## src/rtl/gf2m_digit_mul_pkg.sv

```systemverilog
// Shared definitions for the digit-serial GF(2^m) multiplier: operation codes,
// controller states, default sizing and the digit-count helper.
package gf2m_pkg;

  localparam logic [1:0] OP_MUL = 2'b00;
  localparam logic [1:0] OP_MAC = 2'b01;
  localparam logic [1:0] OP_SQR = 2'b10;
  localparam logic [1:0] OP_RSV = 2'b11;

  typedef enum logic [1:0] {
    ST_IDLE = 2'd0,
    ST_RUN  = 2'd1,
    ST_DONE = 2'd2
  } state_t;

  localparam int DEFAULT_M = 144;
  localparam int DEFAULT_D = 1;

  function automatic int num_digits(input int m, input int d);
    return (m + d - 1) / d;
  endfunction

endpackage

```

## src/rtl/gf2m_mulx_step.sv

```systemverilog
// One Horner step: multiply the accumulator by x modulo f, then add a when the
// multiplier bit is set.
module gf2m_mulx_step #(
  parameter int M = 144
) (
  input  logic [M-1:0] acc,
  input  logic [M-1:0] a,
  input  logic [M-1:0] mod,
  input  logic         b_bit,
  output logic [M-1:0] acc_out
);

  // The bit shifted out of the top stands for x^M, which reduces to mod.
  assign acc_out = {acc[M-2:0], 1'b0} ^ ({M{acc[M-1]}} & mod) ^ ({M{b_bit}} & a);

endmodule

```

## src/rtl/gf2m_digit_mul.sv

```systemverilog
// Digit-serial GF(2^M) multiplier (MUL / MAC / SQR); consumes D multiplier bits
// per cycle, most significant digit first.
module gf2m_digit_mul
  import gf2m_pkg::*;
#(
  parameter int M = DEFAULT_M,
  parameter int D = DEFAULT_D
) (
  input  logic         clk,
  input  logic         rst,
  input  logic         start,
  input  logic [1:0]   op_mode,
  input  logic [M-1:0] multiplicand,
  input  logic [M-1:0] multiplier,
  input  logic [M-1:0] mod,
  output logic [M-1:0] mul_out,
  output logic         busy,
  output logic         done
);

  localparam int N  = num_digits(M, D);
  localparam int NB = N * D;
  localparam int CW = (N > 1) ? $clog2(N) : 1;

  state_t        state_reg;
  logic [M-1:0]  acc_reg;
  logic [M-1:0]  a_reg;
  logic [M-1:0]  mod_reg;
  logic [M-1:0]  mul_out_reg;
  logic [NB-1:0] b_reg;
  logic          mac_reg;
  logic [CW-1:0] cnt_reg;
  logic          busy_reg;
  logic          done_reg;

  logic [M-1:0]  chain [D+1];

  assign chain[0] = acc_reg;

  // The top D bits of b_reg form the current digit; the chain walks it high to low.
  generate
    for (genvar gi = 0; gi < D; gi++) begin : g_step
      gf2m_mulx_step #(.M(M)) u_step (
        .acc    (chain[gi]),
        .a      (a_reg),
        .mod    (mod_reg),
        .b_bit  (b_reg[NB-1-gi]),
        .acc_out(chain[gi+1])
      );
    end
  endgenerate

  always_ff @(posedge clk) begin
    if (rst) begin
      state_reg   <= ST_IDLE;
      acc_reg     <= '0;
      a_reg       <= '0;
      mod_reg     <= '0;
      mul_out_reg <= '0;
      b_reg       <= '0;
      mac_reg     <= 1'b0;
      cnt_reg     <= '0;
      busy_reg    <= 1'b0;
      done_reg    <= 1'b0;
    end else begin
      done_reg <= 1'b0;
      if (state_reg == ST_RUN) begin
        acc_reg <= chain[D];
        b_reg   <= b_reg << D;
        if (cnt_reg == '0) begin
          state_reg   <= ST_DONE;
          busy_reg    <= 1'b0;
          done_reg    <= 1'b1;
          mul_out_reg <= chain[D] ^ (mac_reg ? mul_out_reg : '0);
        end else begin
          cnt_reg <= cnt_reg - 1'b1;
        end
      end else if (start) begin
        // Zero-extension of b puts any padding zeros in the first digit.
        state_reg <= ST_RUN;
        busy_reg  <= 1'b1;
        acc_reg   <= '0;
        a_reg     <= multiplicand;
        mod_reg   <= mod;
        b_reg     <= NB'((op_mode == OP_SQR) ? multiplicand : multiplier);
        mac_reg   <= (op_mode == OP_MAC);
        cnt_reg   <= CW'(N - 1);
      end else begin
        state_reg <= ST_IDLE;
      end
    end
  end

  assign mul_out = mul_out_reg;
  assign busy    = busy_reg;
  assign done    = done_reg;

endmodule

```

## config.mk

```make
export PLATFORM = sky130hd
export DESIGN_NAME = gf2m_digit_mul
export DESIGN_NICKNAME = d
export VERILOG_FILES = /design/src/rtl/gf2m_digit_mul_pkg.sv /design/src/rtl/gf2m_mulx_step.sv /design/src/rtl/gf2m_digit_mul.sv
export SDC_FILE = /design/constraint.sdc
export NUM_CORES = 2
export LEC_CHECK = 0
export CAP_MARGIN = 10
export CORE_UTILIZATION = 49
export CTS_CLUSTER_SIZE = 30
export DETAILED_ROUTE_END_ITERATION = 12
export HOLD_SLACK_MARGIN = 0.12
export PLACE_DENSITY = 0.87
export SLEW_MARGIN = 20
export SYNTH_ARGS = -nofsm -noshare
export SYNTH_HDL_FRONTEND = slang
export SYNTH_HIERARCHICAL = 1
export SYNTH_SLANG_ARGS = --single-unit
```

## constraint.sdc

```tcl
create_clock -name clk -period 1.9 [get_ports clk]
set_input_delay 0.38 -clock clk [delete_from_list [all_inputs] [get_ports clk]]
set_output_delay 0.38 -clock clk [all_outputs]
set_load 0.01 [all_outputs]
```

**Word level (Yosys, flattened, before mapping)**

Cells that the tools add are included.

- $add $sub $neg: 1
- Eq/ne operators: 5
- Mux-type cells: 16
- Bitwise operators: 6
- Reductions and logical operators: 8

Operators by type and width:

| operator | count |
|---|---|
| $mux W144 | 6 |
| $xor A144 B144 Y144 | 3 |
| $and A144 B144 Y144 | 2 |
| $mux W8 | 3 |
| $logic_not A8 Y1 | 1 |
| $reduce_and A2 Y1 | 4 |
| $sub A8 B1 Y8 const B | 1 |
| $mux W1 | 5 |
| $eq A2 B1 Y1 const B | 2 |
| $mux W2 | 2 |
| $reduce_or A2 Y1 | 2 |
| $eq A2 B2 Y1 const B | 1 |
| $ne A2 B1 Y1 const B | 1 |
| $ne A2 B2 Y1 const B | 1 |
| $reduce_bool A2 Y1 | 1 |
| $not A1 Y1 | 1 |

- Register bits: 733
- Input bits: 437

**Depth between registers and ports, before layout**

- Depth after elaboration: 4
- Depth in mapped cells: 8

**Modules after synthesis**

Netlist, hierarchy kept.

Modules (own cells, without submodules):

| module | instances | cells an instance | area an instance (um2) | seq. area each (um2) |
|---|---|---|---|---|
| gf2m_digit_mul | 1 | 3860 | 31504.0 | 14674.1 |
| gf2m_mulx_step | 1 | 464 | 4665.7 | 0.0 |

**Least setup slack after synthesis**

Ideal clock, no wire load.

- Path type: flip-flop to flip-flop
- Start point: reg cnt_reg[0]
- End point: reg mul_out_reg[136] (netlist: mul_out[136])
- Setup time: 0.132 ns
- Arrival time: 1.632 ns
- Required time: 1.768 ns
- Slack: 0.135 ns
- Stages on the path, launching flop included: 9
- Clock period less this slack: 1.765 ns
- Cell sequence: dfxtp_1 > inv_1 > ha_1 > nor3b_2 > nand3_2 > buf_2 > clkbuf_1 > o21ai_0 > a31oi_1

- Cells in the longest elaborated chain, start to end: 2

Ends and longest elaborated chain:

| element | RTL line | RTL |
|---|---|---|
| from (decl) | gf2m_digit_mul.sv:32 | `logic [CW-1:0] cnt_reg;` |
| from (signal assigned) | gf2m_digit_mul.sv:76 | `cnt_reg <= cnt_reg - 1'b1;` |
| from (signal assigned) | gf2m_digit_mul.sv:87 | `cnt_reg <= CW'(N - 1);` |
| $logic_not A8 Y1 | gf2m_digit_mul.sv:70 | `if (cnt_reg == '0) begin` |
| $reduce_and A2 Y1 (no line) | -- |  |
| to (signal assigned) | gf2m_digit_mul.sv:74 | `mul_out_reg <= chain[D] ^ (mac_reg ? mul_out_reg : '0);` |
| to (decl) | gf2m_digit_mul.sv:29 | `logic [M-1:0] mul_out_reg;` |

No other way between the ends.
A chain may end at the register's enable or synchronous reset.

==> metrics.log <==
INFO  metric synthDominantAreaCellType = sky130_fd_sc_hd__dfxtp_1
INFO  metric tritoncts = built
INFO  metric number_of_nets_in_the_synthesized_netlist = 4,762
INFO  metric hold_ws = approximately 0.23 ns
INFO  metric synth_flop_cell = sky130_fd_sc_hd__dfxtp_1
INFO  metric hold_viol = 0
INFO  metric crit_path_start_kind = flip-flop
INFO  metric antenna_violating_nets_post_route = 0
INFO  metric routed-via-count = approximately 34,000
INFO  metric coreArea = 73,000 sq um
INFO  metric area_growth = 28.8%
INFO  metric insertion_delay = just over 0.6 ns
INFO  metric drt-total-wl = 117,000 microns
INFO  metric cpPeakStageDelay = 0.46 ns
INFO  metric fraction_of_layout_instances_using_a_drive_strength_above_1 = 6.89%
INFO  metric placement_rows = 99
INFO  metric total_congestion_overflow_after_global_routing = 0
INFO  metric layout.filler_cells = 5,763
INFO  metric crit_chain = buf_12 > buf_12 > nand2_1 > xor3_1 > nor2b_1 > o21ai_0 > a31oi_1
INFO  metric hold_path.class = in -> reg
INFO  metric globalplace.congestion = approximately 0.9
INFO  metric synth_cell_type_count = 37
INFO  metric critPathCaptureType = flip-flop
INFO  metric worst_ep_arrival_time = roughly 2.4 ns
INFO  metric cts_num_sinks = ~730
INFO  metric grt_pass1_wl = 178,000 microns
INFO  metric cts-buffers-inserted = ~80
INFO  metric max-slew-margin-rel = between 40% and 50%
INFO  metric crit_path_time_final = 1.90 ns
INFO  metric design_area = 46,600 sq um
INFO  metric initialDrtViolationCount = 3,577
INFO  metric static-leakage-power = around 0.020 uW
INFO  metric synth_edf_count = 0
INFO  metric synth_area_per_cell = roughly 8.4 sq um
INFO  metric timing.critical_path.fanout_max = 18
INFO  metric cell_area_synth = 36,200 sq um
INFO  metric cap_viol_max_count = 0
INFO  metric async_flop_share = 0%
INFO  metric detail_route.vias_per_cell = 5.90
INFO  metric power_density = 808 nW/um^2
INFO  metric drc_errors = 0
INFO  metric syn-instance-count = about 4,300
INFO  metric netlist_top_cells_count = 1,156 x sky130_fd_sc_hd__nand2_1, 733 x sky130_fd_sc_hd__dfxtp_1, 584 x sky130_fd_sc_hd__a21oi_1, 433 x sky130_fd_sc_hd__nand3b_1, 305 x sky130_fd_sc_hd__clkbuf_1
INFO  metric antenna_found_initial = 6
INFO  metric synthMostInstantiatedCell = sky130_fd_sc_hd__nand2_1
INFO  metric synthAdderAreaFrac = less than 1%
INFO  metric synth-xor-area-share = 9.42%
INFO  metric grt_pass1_vias = 32,930
INFO  metric status = completed
INFO  metric compound_gate_fraction_of_synth_area = 16.3%
INFO  metric die_area = 74,900 sq um
INFO  metric dpl_cell_area = 43,800 sq um
INFO  metric num_io_pins = 583
INFO  metric grt_util_all_layers = 29.7%
INFO  metric post_synth_main_area_contributors = sky130_fd_sc_hd__dfxtp_1 41%, sky130_fd_sc_hd__nand2_1 12%, sky130_fd_sc_hd__xor3_1 9.4%
INFO  metric part_of_the_yosys_area_used_for_sequential_elements = 40.6%
INFO  metric nNetsFinal = 5,239
INFO  metric timing.critical_path.slowest_stage_cell = sky130_fd_sc_hd__xor3_1
INFO  metric io_buffers = between 500 and 600
INFO  metric flops_latches_synth = 733
INFO  metric crit_required = 2.42 ns
INFO  metric multiInputGateArea = 20,000 sq um
INFO  metric ff_latch_area = 14,700 sq um
INFO  metric placedCellCount = 5,666
INFO  metric final_util = between 60% and 70%
INFO  metric crit_top_cell = sky130_fd_sc_hd__buf_12
INFO  metric max_freq = 528 MHz
INFO  metric hpwlAfterDp = 78,400 microns
INFO  metric die_h = 274 microns
INFO  metric cts.reportedPaths.clkPinSlew = 0.06 ns
INFO  metric cts-root-buf = sky130_fd_sc_hd__clkbuf_16
INFO  metric initial_core_util = 49.6%
INFO  metric grt_setup_unrepaired = true
INFO  metric floorplan.die.width = 274 microns
INFO  metric finalCritPeriodShare = approximately 100%
INFO  metric fin_skew = 0.0249 ns
INFO  metric max-clock-path-buffers = 3
INFO  metric synth_top_area_share = 40.6%
INFO  metric post_synth_and_or_nand_nor_area_fraction = between 20% and 30%
INFO  metric crit_type = reg -> reg
INFO  metric pre_antenna_drt_iters = 6
INFO  metric yosysWarningCount = 6
INFO  metric worst_slew_pin_slew = 0.801 ns
INFO  metric synth_top_family_by_area = simple AND/OR/NAND/NOR gates
INFO  metric grt_start_max_net_pins = 94
INFO  metric synthMuxAreaShare = 3.99%
INFO  metric peakVddDrop = 0.620 mV
INFO  metric fin_cells = slightly below 6,000
INFO  metric routedWlPerCell = 20.2 microns
INFO  metric cts.htree.levels = 3
INFO  metric timing.final.max_slew_violations = 0
INFO  metric final_number_of_setup_violating_endpoints = 0
-- final cells by class --
| type | instances | share of cell area (%) |
|---|---|---|
| Multi-Input combinational cell | 3217 | 42.9 |
| Sequential cell | 733 | 31.5 |
| Timing Repair Buffer | 768 | 17.4 |
| Clock buffer | 123 | 5.14 |
| Tap cell | 959 | 2.58 |
| Clock inverter | 18 | 0.379 |
| Inverter | 2 | 0.0161 |
| Antenna cell | 2 | 0.0107 |
-- timing repair --
item,4_1_cts,5_1_grt
setup buffers,1,2
gates resized for setup,156,18
cloned,1,8
pin swaps,1,17
hold buffers,1,0
hold endpoints to repair,7,0
setup endpoints to repair,151,115
-- worst paths after layout --
kind	slack, ns	cells past startpoint	end	startpoint
worst max-delay path	0.004	7	mul_out[70]	b_reg[143]
worst min-delay path	0.23	3	acc_reg[82]	start
worst max register to register	0.004	7	mul_out[70]	b_reg[143]
worst min register to register	0.45	2	b_reg[68]	b_reg[67]
-- worst max-delay path: cells and delay by family, from the launching register on --
| kind | cells | cell delay (ns) |
|---|---|---|
| simple gates | 2 | 0.23 |
| compound gates | 2 | 0.33 |
| buf+inv | 2 | 0.36 |
| flops | 1 | 0.38 |
| xor+xnor | 1 | 0.46 |
-- per-layer routing --
layer	vias to the layer above	routed length, microns	GRT usage [%]
li1	15804	-	-
met1	16355	46200	37.9
met2	1834	54900	48.5
met3	345	11200	5.44
met4	8	5100	14.1
met5	-	56	0
-- per-stage QoR --
stage	worst slack [ns]	total power (uW)	TNS (ns)
2_1_floorplan	0.135	19700	0
3_3_place_gp	-0.110	22100	-10.01
3_5_place_dp	-0.174	22200	-16.91
4_1_cts	-0.0103	37600	-0.0103
5_1_grt	-0.0959	38800	-1.21
6_report	0.00434	37600	0
-- cell families (layout without fill, tap and decap cells) --
kind of cell	after synthesis	after routing
other	0	2
multiplexers	144	144
flip-flops	733	733
AND/OR/NAND/NOR	1900	1900
XOR/XNOR	144	144
buffers and inverters	374	911
AO/OA/AOI/OAI	1028	1028
adder cells (fa/ha/maj)	1	1
-- report_power, final --
group          switching, uW  leakage, uW  internal, uW  total [uW]
clock network           6510      0.00127          8950       15500
logic                   3030       0.0124          2620        5660
registers                428      0.00599         16100       16500
-- placed cells by master (no fill, tap or decap), types with 144 or more instances in the layout --
cell | synthesis | routed
sky130_fd_sc_hd__nand2_1 | 1156 | 1155
sky130_fd_sc_hd__dfxtp_1 | 733 | 719
sky130_fd_sc_hd__a21oi_1 | 584 | 584
sky130_fd_sc_hd__clkdlybuf4s50_1 | 0 | 435
sky130_fd_sc_hd__nand3b_1 | 433 | 433
sky130_fd_sc_hd__nor2_1 | 150 | 150
sky130_fd_sc_hd__o21ai_0 | 147 | 146
sky130_fd_sc_hd__a31oi_1 | 145 | 145
sky130_fd_sc_hd__dlygate4sd2_1 | 0 | 145
sky130_fd_sc_hd__nor2b_1 | 145 | 144
sky130_fd_sc_hd__mux2i_1 | 144 | 144
sky130_fd_sc_hd__a211o_1 | 144 | 144
Power figures use the tool's default switching activity.
